## src/rtl/vram_arbiter.sv

```systemverilog
// vram_arbiter: PPU-priority arbiter for the single-port VRAM with a CPU starvation guard.
module vram_arbiter #(
  parameter int STARVE_MAX = 4
) (
  input  logic        clk,
  input  logic        rst_n,
  input  logic        ppu_req,
  input  logic [12:0] ppu_addr,
  output logic        ppu_stall,
  output logic        ppu_rvalid,
  output logic [31:0] ppu_rdata,
  input  logic        cpu_req,
  input  logic        cpu_we,
  input  logic [3:0]  cpu_be,
  input  logic [12:0] cpu_addr,
  input  logic [31:0] cpu_wdata,
  output logic        cpu_ack,
  output logic [31:0] cpu_rdata,
  output logic        mem_en,
  output logic        mem_we,
  output logic [3:0]  mem_be,
  output logic [10:0] mem_addr,
  output logic [31:0] mem_wdata,
  input  logic [31:0] mem_rdata
);
  localparam logic [1:0] OWN_NONE = 2'd0;
  localparam logic [1:0] OWN_PPU  = 2'd1;
  localparam logic [1:0] OWN_CPU  = 2'd2;
  logic        cpu_busy_q, cpu_busy_d;
  logic [3:0]  starve_cnt_q, starve_cnt_d;
  logic [1:0]  last_owner_q, last_owner_d;
  logic        resp_we_q, resp_we_d;
  logic [31:0] ppu_rdata_q, ppu_rdata_d;
  logic [31:0] cpu_rdata_q, cpu_rdata_d;
  logic        cpu_pend, force_cpu, ppu_gnt, cpu_gnt;
  logic        unused_addr_bits;
  assign unused_addr_bits = ^{ppu_addr[1:0], cpu_addr[1:0]};
  always_comb begin
    cpu_pend     = cpu_req & ~cpu_busy_q;
    force_cpu    = cpu_pend & (starve_cnt_q >= 4'(STARVE_MAX));
    // grants are gated by rst_n so the VRAM sees no access while reset is held
    ppu_gnt      = rst_n & ppu_req & ~force_cpu;
    cpu_gnt      = rst_n & cpu_pend & ~(ppu_req & ~force_cpu);
    ppu_stall    = ppu_req & force_cpu;
    mem_en       = ppu_gnt | cpu_gnt;
    mem_we       = cpu_gnt & cpu_we;
    mem_be       = mem_we ? cpu_be : 4'h0;
    mem_addr     = ppu_gnt ? ppu_addr[12:2] : cpu_addr[12:2];
    mem_wdata    = cpu_wdata;
    ppu_rvalid   = last_owner_q == OWN_PPU;
    cpu_ack      = last_owner_q == OWN_CPU;
    ppu_rdata    = ppu_rvalid ? mem_rdata : ppu_rdata_q;
    cpu_rdata    = (cpu_ack & ~resp_we_q) ? mem_rdata : cpu_rdata_q;
    ppu_rdata_d  = ppu_rdata;
    cpu_rdata_d  = cpu_rdata;
    starve_cnt_d = (cpu_gnt | ~cpu_pend) ? 4'd0 :
                   (ppu_gnt & (starve_cnt_q != 4'hF)) ? starve_cnt_q + 4'd1 : starve_cnt_q;
    cpu_busy_d   = cpu_gnt;
    last_owner_d = ppu_gnt ? OWN_PPU : cpu_gnt ? OWN_CPU : OWN_NONE;
    resp_we_d    = cpu_we;
  end
  always_ff @(posedge clk or negedge rst_n) begin
    if (!rst_n) begin
      cpu_busy_q   <= 1'b0;
      starve_cnt_q <= 4'd0;
      last_owner_q <= OWN_NONE;
      resp_we_q    <= 1'b0;
      ppu_rdata_q  <= 32'h0;
      cpu_rdata_q  <= 32'h0;
    end else begin
      cpu_busy_q   <= cpu_busy_d;
      starve_cnt_q <= starve_cnt_d;
      last_owner_q <= last_owner_d;
      resp_we_q    <= resp_we_d;
      ppu_rdata_q  <= ppu_rdata_d;
      cpu_rdata_q  <= cpu_rdata_d;
    end
  end
endmodule
```

## config.mk

```make
export PLATFORM = sky130hd
export DESIGN_NAME = vram_arbiter
export DESIGN_NICKNAME = d
export VERILOG_FILES = /design/src/rtl/vram_arbiter.sv
export SDC_FILE = /design/constraint.sdc
export NUM_CORES = 1
export LEC_CHECK = 0
export CAP_MARGIN = 20
export CORE_ASPECT_RATIO = 1.1
export CORE_MARGIN = 2
export CORE_UTILIZATION = 35
export DETAILED_ROUTE_END_ITERATION = 12
export PLACE_DENSITY = 0.79
export SETUP_SLACK_MARGIN = 0.15
export SLEW_MARGIN = 20
export SYNTH_ARGS = -nofsm -noshare
export SYNTH_HDL_FRONTEND = slang
export SYNTH_SLANG_ARGS = --single-unit
```

## constraint.sdc

```tcl
create_clock -name clk -period 1.8 [get_ports clk]
set_input_delay 0.18 -clock clk [delete_from_list [all_inputs] [get_ports clk]]
set_output_delay 0.18 -clock clk [all_outputs]
set_load 0.02 [all_outputs]
```

==> results by stage <==
Global routing:
- The first global-routing pass estimated approximately 13000 um of wire.
- The global-route congestion overflow total is 0.
- The overall routing resource usage is between 10% and 20%.
- The number of antenna violations at the first check in global routing is 0.
- The largest net degree at the start of global routing is 74.
- The number of global-route vias before repair was around 2500.

Worst setup path:
- The worst reg2reg path endpoint is cpu_rdata_q[29].
- Traced cell by cell, the critical path runs through or2_4 > a21oi_4 > buf_6 > buf_16 > mux2_4 > buf_6.
- The worst reg-to-reg path cell count is 7.
- The setup check on the worst reg-to-reg path leaves a slack of ~0.18 ns.
- The category of the critical setup timing path is register to primary output.
- Along the worst path, the maximum fanout reaches 5.
- STA classifies the critical path startpoint as a register.
- Among all stages on the critical path, the largest delay is contributed by sky130_fd_sc_hd__dfrtp_1.
- STA classifies the critical path endpoint as a primary output.
- In this design, the critical path's most frequently occurring cell is sky130_fd_sc_hd__buf_6.
- On the worst path, the slowest cell contributes a delay of 0.38 ns.
- The startpoint identified for the worst register-to-register timing path is last_owner_q[0].
- The worst path arrival time is 1.85 ns.
- The data required time of the worst path is about 1.6 ns.

Synthesis:
- For this run, the number of Yosys warnings is 0.
- The dominant combinational cell family by area after synthesis is multiplexers.
- In this run, synthesis produced a sequential element count of between 70 and 80.
- Summing the areas of all fa, ha and maj instances in the mapped netlist gives less than 1% of the synthesized area.
- The synthesized netlist devotes 4.27% of its cell area to simple gates.
- After Yosys synthesis, XOR and XNOR cells account for 0% of the synthesized area.
- The mapped cell area is roughly 3300 um^2.
- The portion of the post-synthesis area used by sequential elements is 55.3%.
- The synthesized netlist net count is ~320.
- After synthesis, the netlist uses 27 different library cells.
- After synthesis, the share of cell area in mux cells is roughly 27%.
- Counting flops with an async set or reset pin after synthesis yields a share of between 90% and 100%.
- For this run, the leading register cell type out of synthesis is sky130_fd_sc_hd__dfrtp_1.
- Yosys mapped a number of flops with a built-in enable equal to 0.
- Summing the areas of all compound-gate instances in the mapped netlist gives ~2.0% of the synthesized area.
- The synthesized area divided by synthesized cell count is 14.6 um^2.
- In the synthesized netlist, the number of instances is about 220.

STA:
- The maximum clock frequency is between 0.4 and 0.5 GHz.
- Setup violations remaining at the end of the flow were counted as slightly below 80.
- The hold violation count in the final report is 0.
- In the final timing run, aggregate negative setup slack is -9.87 ns.
- The number of max-slew violations in the final report is 0.
- The routed design could run at a clock period as short as 2.03 ns.
- Setup repair after global routing could not meet its margin everywhere.
- In this run the tightest slew margin relative to its limit is about two fifths.
- Of the available clock period, the critical path in the final layout requires 113%.
- The final hold slack is about 0.18 ns.
- Between clock sinks in the finished design, the worst skew comes to 0.0117 ns.
- The measured slew at the worst slew-check pin is between 0.9 and 1 ns.
- Setup slack on the critical path of the routed design comes to -0.227 ns.

Outcome:
- The run finished, with violations left.
- The final reports fail on setup timing.

Routing:
- After the first detailed-routing iteration, the DRC count stood at 33.
- For this block, the via count after detailed routing is between 2000 and 2500.
- The detail route stage leaves a number of antenna-violating nets equal to 0.
- The routed design has about 9500 um of wire.
- The first detailed-routing pass took 4 iterations.
- For this run, design rule violations remaining after detail routing come to 0.
- After detailed routing, the number of vias per cell comes to about 4.7.
- The final routed wire length divided by cell count is about 19 um.

Clock tree:
- The clock-pin slew on the worst setup and hold paths is roughly 0.080 ns.
- The number of buffers added to fix hold violations after cts is 0.
- The H-tree was split into 3 levels.
- The latest clock arrival within the worst-skew pair is approximately 0.34 ns.
- For this design, the sink count on the clock tree is 72.
- In this run, CTS created clock tree buffers numbering 9.
- The clock root buffer master is sky130_fd_sc_hd__clkbuf_8.
- TritonCTS built the clock tree.
- In this run the deepest clock path goes through 2 buffers.

Cells and area:
- The final net count is roughly 490.
- The top cell types in the final layout, fill and taps aside, are 86 x sky130_fd_sc_hd__buf_6, 73 x sky130_fd_sc_hd__mux2_4, 72 x sky130_fd_sc_hd__dfrtp_1.
- The post-synthesis to final-layout area growth is 77.5%.
- The share of post-route cells with drive strength above 1 is 61.0%.
- The repair_antennas step left the layout with diodes totalling 0.
- The sequential standard cell area is about 1800 um^2.
- The most common library cell in the layout ignoring fill and taps is sky130_fd_sc_hd__buf_6.
- After filler insertion, the fill cell instance count of the layout stands at about 670.
- In the final layout, the multi-input gates occupy roughly 1400 um^2.

Flow run:
- Across the run, the number of max-cap violations was 0.

Die:
- In this run the horizontal extent of the chip is roughly 96 um.
- The floorplan has 36 rows.
- Measured along the y axis, the die boundary spans approximately 110 um.
- The floorplan step defined a die boundary enclosing between 10000 and 15000 um^2.
- The initial cell density of the core is roughly 36%.
- The top-level I/O count is 215.
- The core footprint is roughly 9000 um^2.

Power:
- The static leakage is ~2.8 nW.
- In this run the power density over the cells is a little over 1000 nW/um^2.
- VDD sags by at most 0.000727 V.
- The total power consumption of the routed design is 5.86 mW.

Placed design:
- The placed wire-length estimate after detailed placement is ~6200 um.
- Timing analysis after detailed placement gives a worst setup slack of -0.571 ns.
- Routability-driven placement finished with a final weighted congestion of ~0.8.
- Port buffering added roughly 150 buffers.

Hold path:
- The worst hold-check path type is input port to asynchronous set/reset pin.
## layer usage
layer / vias up / global-route usage [%] / wire length, um
met5: - / 0 / 0
met4: 0 / 6.02 / 139
met3: 14 / 4.90 / 696
met2: 106 / 30.9 / 5020
met1: 1190 / 20.2 / 3680
li1: 1076 / - / -
## where the power goes
part           total, mW  switching [mW]  internal [mW]
clock               1.54           0.586          0.951
combinational       2.32           0.985           1.33
sequential          2.01          0.0922           1.92
total               5.86            1.66           4.20
## sequential cells by signal (all words and copies together), names as in the netlist
name and cells:
starve_cnt_q 4, cpu_busy_q 1, last_owner_q 2, ppu_rdata_q 32, cpu_rdata_q 32, resp_we_q 1
## cell type report
| class | instances | area share [%] |
|---|---|---|
| Inverter | 3 | 0.195 |
| Multi-Input combinational cell | 106 | 24.4 |
| Clock buffer | 10 | 2.38 |
| Clock inverter | 5 | 1.82 |
| Sequential cell | 72 | 31.2 |
| Tap cell | 114 | 2.47 |
| Timing Repair Buffer | 196 | 37.5 |
## Yosys cell counts, types with 2 or more instances
master                      n  area share, %
sky130_fd_sc_hd__buf_2      4           0.61
sky130_fd_sc_hd__nor2b_1    2           0.38
sky130_fd_sc_hd__dfrtp_1   72             55
sky130_fd_sc_hd__o211ai_1   4           0.92
sky130_fd_sc_hd__buf_4     33            7.6
sky130_fd_sc_hd__mux2_4     8            3.7
sky130_fd_sc_hd__buf_6      4            1.4
sky130_fd_sc_hd__mux2_1    13            4.5
sky130_fd_sc_hd__mux2i_1    2           0.61
sky130_fd_sc_hd__nand2_1    2           0.23
sky130_fd_sc_hd__and3_1     7            1.3
sky130_fd_sc_hd__mux2_2    54             19
sky130_fd_sc_hd__inv_1      3           0.35
sky130_fd_sc_hd__nand2b_1   2           0.38
## per-stage QoR
stage,util [%],area [um^2],cells
after floorplan,-,3260,223
after global placement,52.6,4720,458
after detailed placement,52.6,4720,458
after CTS,57.8,5180,492
after global routing,64.5,5780,506
final,64.5,5780,506
## cells by family after synthesis
group | after synthesis
mux | 77
fa+ha+maj | 1
compound gates | 7
flops | 72
buf+inv | 45
simple gates | 21
## timing repair
| item | CTS | global route |
|---|---|---|
| pin swaps | 4 | 5 |
| setup buffers | 15 | 10 |
| setup endpoints to repair | 84 | 83 |
| gates resized for setup | 458 | 127 |
| cloned | 4 | 4 |
## worst max path at each step
| stage | slack (ns) | to | start |
|---|---|---|---|
| after floorplan | 0.20 | cpu_rdata[10] | last_owner_q[0] |
| after global placement | -0.51 | mem_addr[0] | cpu_req |
| after detailed placement | -0.57 | mem_addr[0] | cpu_req |
| after CTS | -0.25 | mem_addr[5] | starve_cnt_q[3] |
| after global routing | -0.29 | mem_addr[5] | starve_cnt_q[3] |
| final | -0.23 | mem_addr[5] | starve_cnt_q[3] |
## critical path, delay by kind of cell, from the launching register on
| family | cells | cell delay, ns |
|---|---|---|
| flip-flops | 1 | 0.38 |
| buffers and inverters | 3 | 0.37 |
| multiplexers | 1 | 0.30 |
| AND/OR/NAND/NOR | 1 | 0.27 |
| AO/OA/AOI/OAI | 1 | 0.19 |
Note: power is estimated with default switching activity, not from simulation.
==> RTL edit, RTL diff (same flow settings) <==
Reset style: synchronous (`rst_n`), changed in one clocked block.
--- a/src/rtl/vram_arbiter.sv
+++ b/src/rtl/vram_arbiter.sv
@@ -59,7 +59,7 @@
     last_owner_d = ppu_gnt ? OWN_PPU : cpu_gnt ? OWN_CPU : OWN_NONE;
     resp_we_d    = cpu_we;
   end
-  always_ff @(posedge clk or negedge rst_n) begin
+  always_ff @(posedge clk) begin
     if (!rst_n) begin
       cpu_busy_q   <= 1'b0;
       starve_cnt_q <= 4'd0;
Function: differs if rst_n is asserted again (counterexample within 4 cycles, from zero or initial values and one cycle with rst_n low); with rst_n held inactive, the same outputs for 10 cycles.
==> RTL edit against the unedited design <==
  * The flow still finishes with violations (negative setup slack)
  * Area after synthesis grew 5.0%
  * Critical path depth is the same
  * Cell area shrank 7.1%
  * Routed wire length shrank 14%
  * Synthesized cell count grew 29%
  * Worst setup slack gained 0.14 ns
  * Sequential share of layout area shrank 4.2 points
  * Sequential cell count is the same
  * Highest routed layer unchanged
Power is not compared: it rests on default switching activity, and its combinational part moved more than twofold at a synthesized area within 25%.
==> RTL edit: results (changes against the unedited design) <==
.. list-table::
   :header-rows: 1

   * - Metric
     - Value
   * - Cell area after placement
     - 4850 um2 (+2.8%)
   * - Fin Hold WS
     - 0.198 ns (+0.0139 ns)
   * - Number of inserted filler cells in the final layout
     - 798 (+19%)
   * - Total negative slack
     - -2.04 ns (+7.84 ns)
   * - Critical path endpoint
     - cpu_rdata[6]
   * - Setup slack after layout
     - -0.0837 ns (+0.144 ns)
   * - Area added between synthesis and finish
     - 57.0%
   * - Most used flip-flop cell after synthesis
     - dfxtp_1
   * - Cell with the largest stage delay on the worst path
     - dfxtp_2
   * - Place WS
     - -0.413 ns (+0.157 ns)
   * - Number of setup violations in the final report
     - 55 (-30%)
   * - Worst clock skew on the final layout
     - 0.0106 ns (-0.00118 ns)
   * - Status
     - finished, violations left
   * - Critical Path Start
     - last_owner_q[0]
   * - Vias in the first global route
     - 2510 (-0.24%)
   * - Placed wire-length estimate
     - 5.64 mm (-9.0%)
   * - Met2 Resource Use GR
     - 25.2% (-5.6 points)
   * - Maximum number of pins on one net before global-route repair
     - 40 (-46%)
   * - Share of cell area taken by muxes after synthesis
     - 30.1% (+2.6 points)
   * - Routed wire length
     - 8.23 mm (-14%)
   * - Synth Area in Compound Gates
     - 1.54% (-0.42 points)
   * - Part of the Yosys area used for sequential elements
     - 42.2% (-13 points)
   * - List of most frequent post-synthesis cells
     - dfxtp_1, and2_1, mux2_4, buf_4, mux2_2
   * - Wire length of the first global-routing pass
     - 12.8 mm (-4.6%)
   * - Starting DRT DRC Count
     - 45 (+36%)
   * - Length in cells of the worst reg-to-reg path
     - 6 (-1)
   * - Arr. time, crit path
     - 1.70 ns (-0.15 ns)
   * - Biggest fanout along the worst timing path
     - 7 (+2)
   * - Violated checks
     - negative setup slack
   * - Worst R2R Setup Slack
     - 0.25 ns (+0.07 ns)
   * - Global-route usage over all layers
     - 15.3% (-2.3 points)
   * - Global Route met3 Usage
     - 4.87% (-0.033 points)
   * - Met2 wirelength from detailed routing
     - 3.97 mm (-21%)
   * - Kind of path behind the tightest hold check
     - input port to flip-flop
   * - Synth Net Count
     - 388 (+20%)
   * - Post-Synth Adder-Cell Area
     - 0.366% (-0.018 points)
   * - Vias/cell
     - 4.57 (-3.1%)
   * - Post-CTS resize count
     - 506 (+10%)
   * - Ys async rst share
     - 0% (-100 points)
   * - Clock transition time at the flip-flop clock pins of the worst setup and hold paths
     - 0.06 ns (-0.02 ns)
   * - Final weighted congestion of routability-driven global placement
     - 0.676 (-15%)
   * - Leading post-synthesis cells by cell area
     - dfxtp_1, mux2_4, and2_1
   * - Detailed Routing Iterations Pass 1
     - 3 (-1)
-- RTL edit: cell count changes in the layout (fill, tap and decap cells not counted), moves of 5 or more --
cell	change
and2_1	+65
buf_2	+10
buf_4	-9
buf_6	-17
dfrtp_1	-72
dfxtp_1	+67
dfxtp_2	+5
-- RTL edit: layout make-up --
type | instances | area share, %
clock inverters | 3 | 0.350
clock buffers | 13 | 2.59
inverters | 3 | 0.210
repair buffers | 177 | 35.0
flip-flops and latches | 72 | 27.0
well taps | 117 | 2.73
multi-input cells | 166 | 32.2
-- RTL edit: critical path: cells and delay by family (launching register included) --
kind	cells	cell delay [ns]
flip-flops	1	0.34
AND/OR/NAND/NOR	1	0.22
multiplexers	1	0.31
buffers and inverters	4	0.50
-- RTL edit: stage by stage --
step	power [uW]	instances
final	3780	551
after global routing	3960	551
after CTS	3820	549
after global placement	2630	522
after detailed placement	2640	522
after floorplan	2290	288
